==> config.mk <==
export PLATFORM = sky130hd
export DESIGN_NAME = inst_loader
export DESIGN_NICKNAME = d
export VERILOG_FILES = /design/src/rtl/inst_loader_pkg.sv /design/src/rtl/inst_loader_byte_packer.sv /design/src/rtl/inst_loader.sv
export SDC_FILE = /design/constraint.sdc
export NUM_CORES = 1
export LEC_CHECK = 0
export CORE_MARGIN = 2
export CORE_UTILIZATION = 46
export DETAILED_ROUTE_END_ITERATION = 16
export PLACE_DENSITY = 0.83
export SLEW_MARGIN = 20
export SYNTH_ARGS = -nofsm -noshare
export SYNTH_HDL_FRONTEND = slang
export SYNTH_SLANG_ARGS = --single-unit
==> constraint.sdc <==
create_clock -name clka -period 2.18 [get_ports clka]
set_input_delay 0.654 -clock clka [delete_from_list [all_inputs] [get_ports clka]]
set_output_delay 0.654 -clock clka [all_outputs]
set_load 0.01 [all_outputs]
==> src/rtl/inst_loader_pkg.sv <==
// -----------------------------------------------------------------------------
// inst_loader_pkg
// Shared definitions for the instruction loader:
//   - widths for the instruction memory port (ADDR_W, DATA_W)
//   - bytes per instruction word and the byte-counter width
//   - load_state_t : FSM state encoding
//   - xor_fold     : running checksum helper
// Optional feature macro: INST_LOADER_CHECKSUM_EN adds the CHECK state.
// -----------------------------------------------------------------------------
package inst_loader_pkg;

  localparam int ADDR_W         = 6;
  localparam int DATA_W         = 32;
  localparam int BYTES_PER_WORD = 4;
  localparam int BCNT_W         = 2;

`ifdef INST_LOADER_CHECKSUM_EN
  typedef enum logic [2:0] {
    ST_IDLE    = 3'd0,
    ST_COLLECT = 3'd1,
    ST_WRITE   = 3'd2,
    ST_CHECK   = 3'd3,
    ST_DONE    = 3'd4
  } load_state_t;
`else
  typedef enum logic [2:0] {
    ST_IDLE    = 3'd0,
    ST_COLLECT = 3'd1,
    ST_WRITE   = 3'd2,
    ST_DONE    = 3'd4
  } load_state_t;
`endif

  // Folds one written word into the running XOR checksum.
  function automatic logic [DATA_W-1:0] xor_fold(input logic [DATA_W-1:0] acc,
                                                  input logic [DATA_W-1:0] word);
    return acc ^ word;
  endfunction

endpackage

==> src/rtl/inst_loader_byte_packer.sv <==
// -----------------------------------------------------------------------------
// inst_loader_byte_packer
// Assembles serial bytes into a big-endian 32-bit word. The first accepted
// byte ends up in bits [31:24], the fourth in bits [7:0].
// Ports:
//   clka, rst     clock / asynchronous active-high reset
//   clr           restarts the byte counter at the beginning of a session
//   accept        a byte is taken this cycle (valid && ready handshake)
//   byte_data     incoming byte
//   word          assembled word (shift register contents)
//   word_ready    combinational pulse: this accept completes a word
// -----------------------------------------------------------------------------
module inst_loader_byte_packer
  import inst_loader_pkg::*;
(
  input  logic              clka,
  input  logic              rst,
  input  logic              clr,
  input  logic              accept,
  input  logic [7:0]        byte_data,
  output logic [DATA_W-1:0] word,
  output logic              word_ready
);

  localparam logic [BCNT_W-1:0] LAST_BYTE = BCNT_W'(BYTES_PER_WORD - 1);

  logic [BCNT_W-1:0] cnt_r;
  logic [DATA_W-1:0] shift_r;

  assign word       = shift_r;
  assign word_ready = accept && (cnt_r == LAST_BYTE);

  // Byte counter: wraps 3 -> 0 naturally, so a stalled word keeps its position.
  always_ff @(posedge clka or posedge rst) begin
    if (rst) begin
      cnt_r <= {BCNT_W{1'b0}};
    end else if (clr) begin
      cnt_r <= {BCNT_W{1'b0}};
    end else if (accept) begin
      cnt_r <= cnt_r + BCNT_W'(1);
    end
  end

  // Shift register: older bytes move toward the MSB, giving big-endian order.
  always_ff @(posedge clka or posedge rst) begin
    if (rst) begin
      shift_r <= {DATA_W{1'b0}};
    end else if (accept) begin
      shift_r <= {shift_r[DATA_W-9:0], byte_data};
    end
  end

endmodule

==> src/rtl/inst_loader.sv <==
// -----------------------------------------------------------------------------
// inst_loader
// Loads WORDS 32-bit instruction words from a byte stream into instruction
// memory. Each word is collected from four bytes and written in a single
// one-cycle WRITE state; the session ends in DONE with load_done held high.
// Optional macro INST_LOADER_CHECKSUM_EN: XOR of all written words is compared
// against four trailing checksum bytes, result on chk_ok.
// Ports:
//   clka, rst            clock / asynchronous active-high reset
//   start                one-cycle pulse starting a session (ignored when busy)
//   byte_valid/byte_data serial byte input, handshake with byte_ready
//   wea/addra/dina       instruction memory write port
//   busy                 session in progress
//   load_done            session complete, held until next start
//   chk_ok               checksum result
// -----------------------------------------------------------------------------
module inst_loader
  import inst_loader_pkg::*;
#(
  parameter int WORDS = 64
)
(
  input  logic              clka,
  input  logic              rst,
  input  logic              start,
  input  logic              byte_valid,
  input  logic [7:0]        byte_data,
  output logic              byte_ready,
  output logic              wea,
  output logic [ADDR_W-1:0] addra,
  output logic [DATA_W-1:0] dina,
  output logic              busy,
  output logic              load_done,
  output logic              chk_ok
);

  localparam logic [ADDR_W-1:0] LAST_ADDR = ADDR_W'(WORDS - 1);

  load_state_t       state_r;
  load_state_t       state_nxt_s;
  logic              byte_ready_r;
  logic              wea_r;
  logic              busy_r;
  logic              load_done_r;
  logic              chk_ok_r;
  logic [ADDR_W-1:0] addra_r;
  logic              byte_ready_nxt_s;
  logic              wea_nxt_s;
  logic              busy_nxt_s;
  logic              load_done_nxt_s;
  logic              start_ok_s;
  logic              accept_s;
  logic              word_ready_s;
  logic              last_addr_s;
  logic [DATA_W-1:0] word_s;

  // A start only counts when no session is running.
  assign start_ok_s  = start && ((state_r == ST_IDLE) || (state_r == ST_DONE));
  assign accept_s    = byte_valid && byte_ready_r;
  assign last_addr_s = (addra_r == LAST_ADDR);

  assign byte_ready = byte_ready_r;
  assign wea        = wea_r;
  assign addra      = addra_r;
  assign dina       = word_s;
  assign busy       = busy_r;
  assign load_done  = load_done_r;
  assign chk_ok     = chk_ok_r;

  inst_loader_byte_packer u_packer (
    .clka       (clka),
    .rst        (rst),
    .clr        (start_ok_s),
    .accept     (accept_s),
    .byte_data  (byte_data),
    .word       (word_s),
    .word_ready (word_ready_s)
  );

  // State register.
  always_ff @(posedge clka or posedge rst) begin
    if (rst) begin
      state_r <= ST_IDLE;
    end else begin
      state_r <= state_nxt_s;
    end
  end

  // Next-state logic.
  always_comb begin
    state_nxt_s = state_r;
    case (state_r)
      ST_IDLE: begin
        if (start) state_nxt_s = ST_COLLECT;
        else       state_nxt_s = ST_IDLE;
      end
      ST_COLLECT: begin
        if (word_ready_s) state_nxt_s = ST_WRITE;
        else              state_nxt_s = ST_COLLECT;
      end
      ST_WRITE: begin
        if (last_addr_s) begin
`ifdef INST_LOADER_CHECKSUM_EN
          state_nxt_s = ST_CHECK;
`else
          state_nxt_s = ST_DONE;
`endif
        end else begin
          state_nxt_s = ST_COLLECT;
        end
      end
`ifdef INST_LOADER_CHECKSUM_EN
      ST_CHECK: begin
        if (word_ready_s) state_nxt_s = ST_DONE;
        else              state_nxt_s = ST_CHECK;
      end
`endif
      ST_DONE: begin
        if (start) state_nxt_s = ST_COLLECT;
        else       state_nxt_s = ST_DONE;
      end
      default: begin
        state_nxt_s = ST_IDLE;
      end
    endcase
  end

  // Output decode from the next state so the registered outputs line up
  // with the state they describe.
  always_comb begin
    byte_ready_nxt_s = 1'b0;
    wea_nxt_s        = 1'b0;
    busy_nxt_s       = 1'b0;
    load_done_nxt_s  = 1'b0;
    case (state_nxt_s)
      ST_COLLECT: begin
        byte_ready_nxt_s = 1'b1;
        busy_nxt_s       = 1'b1;
      end
      ST_WRITE: begin
        wea_nxt_s  = 1'b1;
        busy_nxt_s = 1'b1;
      end
`ifdef INST_LOADER_CHECKSUM_EN
      ST_CHECK: begin
        byte_ready_nxt_s = 1'b1;
        busy_nxt_s       = 1'b1;
      end
`endif
      ST_DONE: begin
        load_done_nxt_s = 1'b1;
      end
      default: begin
        byte_ready_nxt_s = 1'b0;
        wea_nxt_s        = 1'b0;
        busy_nxt_s       = 1'b0;
        load_done_nxt_s  = 1'b0;
      end
    endcase
  end

  // Registered control outputs.
  always_ff @(posedge clka or posedge rst) begin
    if (rst) begin
      byte_ready_r <= 1'b0;
      wea_r        <= 1'b0;
      busy_r       <= 1'b0;
      load_done_r  <= 1'b0;
    end else begin
      byte_ready_r <= byte_ready_nxt_s;
      wea_r        <= wea_nxt_s;
      busy_r       <= busy_nxt_s;
      load_done_r  <= load_done_nxt_s;
    end
  end

  // Word address: restarts at 0 per session, advances after each non-final write.
  always_ff @(posedge clka or posedge rst) begin
    if (rst) begin
      addra_r <= {ADDR_W{1'b0}};
    end else if (start_ok_s) begin
      addra_r <= {ADDR_W{1'b0}};
    end else if ((state_r == ST_WRITE) && !last_addr_s) begin
      addra_r <= addra_r + ADDR_W'(1);
    end
  end

`ifdef INST_LOADER_CHECKSUM_EN
  logic [DATA_W-1:0] acc_r;

  // Running XOR of every word written this session.
  always_ff @(posedge clka or posedge rst) begin
    if (rst) begin
      acc_r <= {DATA_W{1'b0}};
    end else if (start_ok_s) begin
      acc_r <= {DATA_W{1'b0}};
    end else if (state_r == ST_WRITE) begin
      acc_r <= xor_fold(acc_r, word_s);
    end
  end

  // Checksum verdict, taken on the fourth checksum byte (entry to DONE);
  // the received value is the three buffered bytes plus the incoming one.
  always_ff @(posedge clka or posedge rst) begin
    if (rst) begin
      chk_ok_r <= 1'b0;
    end else if (start_ok_s) begin
      chk_ok_r <= 1'b0;
    end else if ((state_r == ST_CHECK) && word_ready_s) begin
      chk_ok_r <= ({word_s[DATA_W-9:0], byte_data} == acc_r);
    end
  end
`else
  // Without a checksum the result simply reports a completed session.
  always_ff @(posedge clka or posedge rst) begin
    if (rst) begin
      chk_ok_r <= 1'b0;
    end else begin
      chk_ok_r <= (state_nxt_s == ST_DONE);
    end
  end
`endif

endmodule

=== Word level (Yosys, flattened, before mapping) ===
Cells that the tools add are included.
W data, S select, Z words.

* Flip-flop bits (word level): 48
* Output and inout bits: 43
* Word-level logic and storage cells: 42
* Input port bits: 12

* Reductions and logical operators: 10
* $add $sub $neg: 2
* Eq/ne operators: 8
* Multiplexer cells: 13

{| class="wikitable"
|+ Operators by type and width
! operator !! number
|-
| $mux W6 || 2
|-
| $pmux W3 S4 || 1
|-
| $add A6 B1 Y6 const B || 1
|-
| $eq A3 B1 Y1 const B || 2
|-
| $eq A3 B2 Y1 const B || 2
|-
| $eq A3 B3 Y1 const B || 2
|-
| $eq A6 B6 Y1 const B || 1
|-
| $mux W2 || 3
|-
| $mux W3 || 2
|-
| $mux W1 || 5
|-
| $logic_and A1 B1 Y1 || 4
|-
| $reduce_bool A2 Y1 || 2
|-
| $logic_not A3 Y1 || 1
|-
| $add A2 B1 Y2 const B || 1
|-
| $eq A2 B2 Y1 const B || 1
|-
| $reduce_or A2 Y1 || 1
|-
| $logic_not A1 Y1 || 1
|-
| $logic_or A1 B1 Y1 || 1
|}

=== Logic depth before layout (Yosys ltp) ===
Gate-level depths: netlist of run 1.

* Depth in word-level cells: 7
* Depth in mapped cells: 6
* Depth with buffers taken out: 5

=== Hierarchy ===
From an unflattened synthesis of run 1, not the netlist that was laid out.

* Cell total of the unflattened synthesis: 137
* Area total of the unflattened synthesis: 2070.7 µm²

{| class="wikitable"
|+ By module, submodules not included
! module !! seq. area each (µm²) !! area an instance (µm²) !! cells each !! instances
|-
| inst_loader_byte_packer || 850.8 || 1432.6 || 77 || 1
|-
| inst_loader || 325.3 || 638.1 || 60 || 1
|}

=== Worst setup path after synthesis of run 1 ===
Ideal clock, no wire load.

* Kind: input to register
* Start: in byte_valid
* End: reg u_packer.shift_r[22], in the netlist u_packer.word[22]
* Arrival time: 1518 ps
* Cell stages on the path: 4
* Library setup time: 125 ps
* Buffers on the path: 2
* Path slack: 537 ps
* Path through: and2_1 > buf_2 > buf_2 > mux2_2

* Longest elaborated chain between the ends: 1

{| class="wikitable"
|+ Ends and longest elaborated chain
! what !! RTL line !! source
|-
| start: declaration || inst_loader.sv:26 || <nowiki>input logic byte_valid,</nowiki>
|-
| $logic_and A1 B1 Y1 || inst_loader.sv:59 || <nowiki>assign accept_s = byte_valid && byte_ready_r;</nowiki>
|-
| end signal: assignment || inst_loader_byte_packer.sv:47 || <nowiki>shift_r <= {DATA_W{1'b0}};</nowiki>
|-
| end signal: assignment || inst_loader_byte_packer.sv:49 || <nowiki>shift_r <= {shift_r[DATA_W-9:0], byte_data};</nowiki>
|-
| end: declaration || inst_loader_byte_packer.sv:28 || <nowiki>logic [DATA_W-1:0] shift_r;</nowiki>
|}

Every way passes these cells.
A chain may end at the register's enable or synchronous reset.

=== Worst setup path in the final report of run 1 ===
* Start: reg addra_r[2], in the netlist addra[2]
* End: out addra[2]

{| class="wikitable"
|+ RTL lines
! what !! RTL line !! source
|-
| start: declaration || inst_loader.sv:46 || <nowiki>logic [ADDR_W-1:0] addra_r;</nowiki>
|-
| start signal: assignment || inst_loader.sv:180 || <nowiki>addra_r <= {ADDR_W{1'b0}};</nowiki>
|-
| start signal: assignment || inst_loader.sv:182 || <nowiki>addra_r <= {ADDR_W{1'b0}};</nowiki>
|-
| start signal: assignment || inst_loader.sv:184 || <nowiki>addra_r <= addra_r + ADDR_W'(1);</nowiki>
|-
| end: declaration || inst_loader.sv:30 || <nowiki>output logic [ADDR_W-1:0] addra,</nowiki>
|}

No word-level cell between the ends.

==> run metrics, run 1 <==
outcome finished, final reports clean; cts bufs inserted 5; ranking of synthesized cells by area dfrtp_1 (63%), mux2_2 (19%), nand2_1 (1.8%); GRT overflow 0; Syn Nets 147; Leak 1.11 nW; adder-cell share of the synthesized area 1.34%; CTS H-tree lvls 2; Switching Share 31.3%; Iteration-0 DRC Markers 41; largest net degree at the start of global routing 35; first-pass GRT wire length 6170 µm; f_max 511 MHz; period utilization 89.7%; die area 4580 µm²; Synth Area in XOR/XNOR 0.940%; EDFF count, synth 0; top cell type by total area after synthesis dfrtp_1; Final Hold Fails 0; max incr delay on CP 0.57 ns; Setup CP Type reg -> out; crit path cell chain clkdlybuf4s50_1; vias in the first global route 1,339; die width 67.7 µm; main flop type after synthesis dfrtp_1; clock network fraction of design power 14.6%; post-layout min period 1.96 ns; Worst path top cell family by delay buffers and inverters; Setup TNS 0 ns; simple-gate portion of the synthesized area 9.26%; WP data required 1.53 ns; internal power 2.35 mW; Total Routed Length 3730 µm; CP max stage cell clkdlybuf4s50_1; post-synthesis compound-gate area fraction 3.36%; layout cells sized above 1 24.5%; # rows 23; Yosys reg bits 47; core box area 3940 µm²; # fillers 275; Gate power share 41.9%; HPWL Detailed 2750 µm; NumNets Final 209; root buffer cell clkbuf_8; Warnings, synthesis 0; Cell Area, Synth 1860 µm²; Vias per Instance 5.06; final instance area 2580 µm²; Max-slew headroom 69.2%; Worst Hold Class reg -> reg; Mapped Cells 133; mux cell area share after synthesis 20.4%; Netlist cell types 28; ANT nets after route 0; worst path bufs/invs 1; PortBufs 54; Post-CTS Hold Fix Bufs 0; final setup fails 0; main combinational cell family by area after synthesis multiplexers; initial antenna violation count 0; CP arrival 1.30 ns; ant diodes 0; drt pass-1 iters 4; Clock Skews 0.00738 ns; Boundary Pins 55; Vias 1,245; Yosys top cell area share 63.1%; Routed WL per cell 15.2 µm; max cap viols 0; CTS Buffer Depth 2; final count of pins violating max slew 0; synth cell count leaders dfrtp_1 (47), mux2_2 (32), nand2_1 (9); initial core utilization 47.3%; sequential power share 43.5%; Worst-path clk slew 0.08 ns; CTS tree built; post-CTS setup buffers 0; top-count cell post-synth dfrtp_1; PostCTS Resize Cnt 0; net switching power figure 1.07 mW; Clock Sinks 47; DRC viols 0; Critical Path End Type primary output; unrepaired setup endpoints after global routing false; area grow syn2layout 38.4%; sequential area share after synthesis 63.1%; Final GP Congestion 0.749; die height 67.7 µm; Placement Cell Area 2490 µm²; gr usage total 18.4%; Worst VDD drop 0.000852 V; Setup crit start kind flip-flop; Syn Area/Cell 14.0 µm²; worst skew pair latency 0.29 ns; critical path peak fanout 7; Slew @ Worst Pin 0.460 ns; pwr dens 1330 nW/µm²; async set or reset register ratio after synthesis 100%
-- per-layer routing --
metal	up-vias	global-route usage [%]	share of wire, %
met5	-	0	0
met4	0	5.10	0
met3	0	6.67	6.3
met2	46	30.6	53
met1	613	22.5	41
li1	586	-	-
-- stage by stage --
step	util [%]	hold WS, ns	setup WS, ns	total power [mW]	cells
3_5_place_dp	63.3	0.496	0.174	2.94	238
3_3_place_gp	63.3	0.490	0.211	2.86	238
6_report	65.4	0.513	0.224	3.42	246
5_1_grt	65.4	0.538	0.153	3.64	246
4_1_cts	65.4	0.516	0.219	3.46	246
2_1_floorplan	-	0.506	0.410	2.10	133
-- layout make-up --
| type | count | area, µm² | area share, % |
|---|---|---|---|
| Sequential cell | 47 | 1180 | 45.6 |
| Multi-Input combinational cell | 80 | 658 | 25.5 |
| Timing Repair Buffer | 59 | 591 | 22.9 |
| Clock buffer | 6 | 72.6 | 2.81 |
| Tap cell | 50 | 62.6 | 2.42 |
| Clock inverter | 2 | 12.5 | 0.485 |
| Inverter | 2 | 7.51 | 0.291 |
-- placed cells by master, fill, tap and decap left out --
cell,instances
buf_12,1
and2_1,1
mux2i_1,2
a21oi_1,5
dfrtp_1,47
nand2_1,9
o21ai_0,1
clkbuf_1,1
nand3b_1,1
nor3b_1,1
xor2_1,1
clkdlybuf4s50_1,54
clkbuf_8,5
mux2_2,32
nand2b_1,1
clkinv_2,1
or3_1,1
nor3b_2,1
nor3b_4,1
o21bai_1,1
o21ai_1,1
ha_1,2
clkinvlp_4,1
nor2_1,8
inv_2,1
xnor2_1,1
and2_2,1
a31oi_1,2
and3_1,3
nand4_1,2
nand3_1,1
a211oi_1,1
inv_1,1
buf_4,4
-- kinds of logic after synthesis --
kind of cell    Yosys count
mux                      34
buf+inv                   6
simple gates             31
xor+xnor                  2
fa+ha+maj                 2
compound gates           11
flops                    47
-- power groups by stage --
stage / Combinational, mW / Sequential (mW) / Clock [mW]
detailed placement: 1.45 / 1.50 / 0
CTS: 1.46 / 1.49 / 0.516
finish: 1.43 / 1.49 / 0.499
global route: 1.55 / 1.53 / 0.563
global placement: 1.39 / 1.47 / 0
floorplan: 0.504 / 1.60 / 0
-- path summary, 6_finish.rpt --
check,end,depth (start not counted),slack [ns],from
min,u_packer.word[30],1,0.51,u_packer.word[30]
max in group asynchronous,u_packer.word[19],3,1.09,rst
max reg2reg,addra[0],5,0.70,addra[1]
min in group asynchronous,byte_ready,2,0.62,rst
max,addra[2],1,0.22,addra[2]
min reg2reg,u_packer.word[30],1,0.51,u_packer.word[30]
-- sequential cells by signal, indices dropped and copies added, names as in the netlist --
| signal | cells |
|---|---|
| u_packer.cnt_r | 2 |
| wea | 1 |
| busy | 1 |
| chk_ok | 1 |
| state_r | 3 |
| u_packer.word | 32 |
| byte_ready | 1 |
| addra | 6 |
Note: power is estimated with default switching activity, not from simulation.
==> inputs of run 2 (changes only) <==
--- a/config.mk
+++ b/config.mk
@@ -7,6 +7,7 @@
 export LEC_CHECK = 0
 export CORE_MARGIN = 2
 export CORE_UTILIZATION = 46
+export CTS_CLUSTER_SIZE = 12
 export DETAILED_ROUTE_END_ITERATION = 16
 export PLACE_DENSITY = 0.83
 export SLEW_MARGIN = 20
==> results of run 2 <==
No change in the layout: final DEF, timing and power equal those of run 1.
